**src/rtl/pong_pkg.sv**
```systemverilog
// Pong controller shared types: FSM state and winner encodings
// plus the default game parameters.
package pong_pkg;

  typedef enum logic [2:0] {
    S_IDLE     = 3'd0,
    S_SERVE    = 3'd1,
    S_PLAY     = 3'd2,
    S_PAUSE    = 3'd3,
    S_POINT    = 3'd4,
    S_GAMEOVER = 3'd5
  } state_e;

  typedef enum logic [1:0] {
    WIN_NONE  = 2'b00,
    WIN_LEFT  = 2'b01,
    WIN_RIGHT = 2'b10
  } winner_e;

  localparam int DEF_WIN_SCORE   = 7;
  localparam int DEF_SERVE_DELAY = 60;
  localparam int DEF_SCORE_W     = 4;

endpackage

```
**src/rtl/btn_edge.sv**
```systemverilog
// Rising-edge detector for a synchronized button level.
// Ports: clk, rst, btn_i (level), rise_o (1 on first high cycle).
module btn_edge (
  input  logic clk,
  input  logic rst,
  input  logic btn_i,
  output logic rise_o
);

  logic prev_q;

  always_ff @(posedge clk) begin
    if (rst) prev_q <= 1'b0;
    else     prev_q <= btn_i;
  end

  assign rise_o = btn_i & ~prev_q;

endmodule

```
**src/rtl/pong_game_ctrl.sv**
```systemverilog
// Pong game controller: serve/play/pause/point/gameover FSM, scores.
// Ports: clk, rst, frame_tick, start/pause buttons, miss pulses in;
// state, paddle/ball reset+enable, serve_dir, scores, winner out.
module pong_game_ctrl
  import pong_pkg::*;
#(
  parameter int WIN_SCORE   = DEF_WIN_SCORE,
  parameter int SERVE_DELAY = DEF_SERVE_DELAY,
  parameter int SCORE_W     = DEF_SCORE_W
) (
  input  logic               clk,
  input  logic               rst,
  input  logic               frame_tick,
  input  logic               start_btn,
  input  logic               pause_btn,
  input  logic               miss_left,
  input  logic               miss_right,
  output logic [2:0]         state,
  output logic               paddle_rst,
  output logic               ball_rst,
  output logic               paddle_en,
  output logic               ball_en,
  output logic               serve_dir,
  output logic [SCORE_W-1:0] score_left,
  output logic [SCORE_W-1:0] score_right,
  output logic [1:0]         winner
);

  localparam int CNT_W = $clog2(SERVE_DELAY + 1);
  localparam logic [CNT_W-1:0] SD = CNT_W'(SERVE_DELAY);
  localparam logic [SCORE_W-1:0] WIN = SCORE_W'(WIN_SCORE);

  logic start_e;
  logic pause_e;

  btn_edge u_start (
    .clk    (clk),
    .rst    (rst),
    .btn_i  (start_btn),
    .rise_o (start_e)
  );

  btn_edge u_pause (
    .clk    (clk),
    .rst    (rst),
    .btn_i  (pause_btn),
    .rise_o (pause_e)
  );

  state_e             state_q, state_d;
  logic [CNT_W-1:0]   cnt_q, cnt_d;
  logic [SCORE_W-1:0] sl_q, sl_d;
  logic [SCORE_W-1:0] sr_q, sr_d;
  winner_e            win_q, win_d;
  logic               dir_q, dir_d;

  always_ff @(posedge clk) begin
    if (rst) begin
      state_q <= S_IDLE;
      cnt_q   <= '0;
      sl_q    <= '0;
      sr_q    <= '0;
      win_q   <= WIN_NONE;
      dir_q   <= 1'b0;
    end else begin
      state_q <= state_d;
      cnt_q   <= cnt_d;
      sl_q    <= sl_d;
      sr_q    <= sr_d;
      win_q   <= win_d;
      dir_q   <= dir_d;
    end
  end

  always_comb begin
    state_d = state_q;
    cnt_d   = cnt_q;
    sl_d    = sl_q;
    sr_d    = sr_q;
    win_d   = win_q;
    dir_d   = dir_q;
    unique case (state_q)
      S_IDLE, S_GAMEOVER: begin
        if (start_e) begin
          state_d = S_SERVE;
          cnt_d   = SD;
          sl_d    = '0;
          sr_d    = '0;
          win_d   = WIN_NONE;
          dir_d   = 1'b0;
        end
      end
      S_SERVE: begin
        if (frame_tick) begin
          cnt_d = cnt_q - CNT_W'(1);
          if (cnt_q <= CNT_W'(1)) state_d = S_PLAY;
        end
      end
      S_PLAY: begin
        // Misses outrank a pause edge; a double miss is a replay.
        if (miss_left && miss_right) begin
          state_d = S_SERVE;
          cnt_d   = SD;
        end else if (miss_left) begin
          if (sr_q < WIN) sr_d = sr_q + SCORE_W'(1);
          dir_d   = 1'b0;
          state_d = S_POINT;
        end else if (miss_right) begin
          if (sl_q < WIN) sl_d = sl_q + SCORE_W'(1);
          dir_d   = 1'b1;
          state_d = S_POINT;
        end else if (pause_e) begin
          state_d = S_PAUSE;
        end
      end
      S_PAUSE: begin
        if (pause_e) state_d = S_PLAY;
      end
      S_POINT: begin
        if (sl_q == WIN) begin
          state_d = S_GAMEOVER;
          win_d   = WIN_LEFT;
        end else if (sr_q == WIN) begin
          state_d = S_GAMEOVER;
          win_d   = WIN_RIGHT;
        end else begin
          state_d = S_SERVE;
          cnt_d   = SD;
        end
      end
      default: state_d = S_IDLE;
    endcase
  end

  // rst is folded in so the recentre/disable holds in the reset cycle.
  always_comb begin
    paddle_rst = rst | (state_q == S_IDLE);
    ball_rst   = rst | (state_q == S_IDLE) | (state_q == S_SERVE);
    paddle_en  = ~rst & ((state_q == S_SERVE) | (state_q == S_PLAY));
    ball_en    = ~rst & (state_q == S_PLAY);
  end

  assign state       = state_q;
  assign serve_dir   = dir_q;
  assign score_left  = sl_q;
  assign score_right = sr_q;
  assign winner      = win_q;

endmodule

```
**config.mk**
```make
export PLATFORM = sky130hd
export DESIGN_NAME = pong_game_ctrl
export DESIGN_NICKNAME = d
export VERILOG_FILES = /design/src/rtl/pong_pkg.sv /design/src/rtl/btn_edge.sv /design/src/rtl/pong_game_ctrl.sv
export SDC_FILE = /design/constraint.sdc
export NUM_CORES = 1
export LEC_CHECK = 0
export ABC_CLOCK_PERIOD_IN_PS = 4900
export CORE_MARGIN = 5
export CORE_UTILIZATION = 55
export DETAILED_ROUTE_END_ITERATION = 6
export PLACE_DENSITY = 0.82
export SKIP_CTS_REPAIR_TIMING = 1
export SYNTH_ARGS = -nofsm -noshare
export SYNTH_HDL_FRONTEND = slang
export SYNTH_SLANG_ARGS = --single-unit
```
**constraint.sdc**
```tcl
create_clock -name clk -period 4.9 [get_ports clk]
set_input_delay 1.225 -clock clk [delete_from_list [all_inputs] [get_ports clk]]
set_output_delay 1.225 -clock clk [all_outputs]
set_load 0.005 [all_outputs]
```
==> qor.yml <==
finalCritPeriodShare_pct: 81.8
synth-seq-cells: 22
synth_top_area_share_pct: 32.8
grt_pass1_wl_um: 5510
synthTopCellsByArea: "dfxtp_1 33%, ha_1 5.6%, a21oi_1 4.1%"
layout_common_cells: "24 x clkdlybuf4s50_1, 22 x dfxtp_1, 11 x a21oi_1, 9 x nor2_1"
clkSlewWorstSetupHoldPaths_ns: 0.12
post_drt_wl_per_cell_um: 15.8
io_buffers: 24
slew_violations: 0
critPathMaxStageDelay_ns: 0.61
grtUsageTotal_pct: 20.2
area_growth_pct: 19.4
path_max_fanout: 12
p_leak_nw: 0.571
ys_seq_area_share_pct: 32.8
num_vias: 1318
num_antenna_cells: 0
synthesis.nets: 170
fin_total_pwr_uw: 704
placed_cells: 203
cp.required_ns: 3.67
ios: 25
synthAdderAreaFrac_pct: 5.59
htree_num_levels: 1
stdcell_area_um2: 1600
clock_skew_ns: 0.00185
synth_compound_area_share_pct: 27.9
wl_um: 3260
synth.distinct_cells: 50
crit_slowest_cell: "clkdlybuf4s50_1"
rsz0062_at_grt: "no"
worstMarginPinSlew_ns: 1.14
syn_area_um2: 1340
grt_overflow: 0
initial_utilization_pct: 55.7
clock_latency_ns: 0.30
final_common_cell: "clkdlybuf4s50_1"
cts.sinks: 22
synth_top_cell_by_area: "dfxtp_1"
nFillCells: 208
crit_path_end_kind: "primary output"
fin_tns_setup_ns: 0
fp.dieArea_um2: 3530
status: "complete, no violations"
async_flop_share_pct: 0
yosys_warnings: 0
final_nets: 191
setup_ws_ns: 0.894
place_area_um2: 1580
yosys-mux-area-fraction_pct: 0
crit_chain: "clkdlybuf4s50_1 > buf_4 > a21oi_1 > clkdlybuf4s50_1"
synth_simple_gate_area_share_pct: 27.3
start_kind: "input port"
core_um2: 2410
cts_buffer_depth: 2
min_period_ns: 4.01
cts_root_buf: "clkbuf_4"
crit_top_cell: "clkdlybuf4s50_1"
drt_iter0_drc: 54
synth_ff_type: "dfxtp_1"
ir_drop_mv: 0.267
antenna_found_initial: 0
syn_inst: 157
gp_congestion: 0.852
post-dp-hpwl_um: 2440
synth_top_family_by_area: "compound AO/OA/AOI/OAI gates"
crit_type: "in -> out"
drt-vias-per-instance: 6.40
cts_tree: "built"
die_w_um: 59.4
grt_max_degree: 20
p_per_area_nw_per_um2: 439
hp-class: "reg -> reg"
hold_viol_final: 0
setup_viol: 0
fp.dieH_um: 59.4
cts_inserted_buffers: 3
post-place-ws_ns: 0.900
placementRows: 18
crit_arrival_ns: 2.78
synth_xor_area_share_pct: 0.652
max_cap_viol_count: 0
synth_area_per_cell_um2: 8.55
fmax_mhz: 250
synth_edf_count: 0
final_cells: 206
drt_pass1_iterations: 4
drc: 0
drtAntennaViolNets: 0
drive_above_1_share_pct: 5.68
slew_headroom_pct: 23.2
first_global_vias: 1218
==> synthesized netlist by cell type, drive strengths merged, types with 3 or more instances <==
library cell  count
o21ai             8
a31oi             3
nand2b            5
nor2              9
a311oi            3
buf               4
clkbuf            5
a21oi            11
a41oi             4
nor3b             4
and3              3
or3               6
o31ai             6
inv               8
or4               3
dfxtp            22
nand3             4
nor3              4
ha                6
nor2b             5
==> flip-flops by register name (all words and copies together), names as in the netlist <==
| name | cells |
|---|---|
| winner | 2 |
| u_start.prev_q | 1 |
| score_left | 4 |
| state | 3 |
| serve_dir | 1 |
| cnt_q | 6 |
| u_pause.prev_q | 1 |
| score_right | 4 |
==> kinds of logic after synthesis <==
group / after synthesis
and+or+nand+nor: 59
AOI/OAI and AO/OA: 52
DFF: 22
buffers and inverters: 17
adders and majority gates: 6
xor gates and xnor gates: 1
==> cell type report <==
cell class	instances	area (um2)	area share (%)
Clock buffer	3	22.5	1.41
Inverter	8	30.0	1.87
Multi-Input combinational cell	118	825	51.4
Sequential cell	22	440	27.5
Tap cell	30	37.5	2.34
Timing Repair Buffer	25	248	15.5
==> final timing paths <==
| kind | from | endpoint | slack [ns] | depth (start not counted) |
|---|---|---|---|---|
| max | rst | paddle_en | 0.89 | 4 |
| min | winner[1]$_SDFFE_PP0P_ | winner[1]$_SDFFE_PP0P_ | 0.48 | 2 |
| max reg2reg | state[2]$_SDFFE_PP0P_ | state[0]$_SDFFE_PP0P_ | 2.45 | 4 |
| min reg2reg | winner[1]$_SDFFE_PP0P_ | winner[1]$_SDFFE_PP0P_ | 0.48 | 2 |
==> power breakdown <==
group | internal [mW] | switching [mW]
clock | 0.0287 | 0.0534
combinational | 0.162 | 0.195
sequential | 0.211 | 0.0523
total | 0.403 | 0.301
==> worst max-delay path: cells and delay by family <==
family                 cells  cell delay [ns]
buffers and inverters      3             1.42
AOI/OAI and AO/OA          1             0.14
==> per-layer routing <==
metal,up-vias,part of all wire (%),track usage [%]
li1,638,-,-
met5,-,0,0
met1,618,41,23.8
met3,8,7.1,4.14
met4,0,1.4,8.09
met2,54,50,35.1
==> per-stage QoR <==
step                utilization (%)  hold WS [ns]
floorplan                         -         0.460
global placement               65.6         0.462
detailed placement             65.6         0.466
CTS                            66.5         0.483
global route                   66.5         0.510
finish                         66.5         0.482
(Power assumes the default switching activity.)
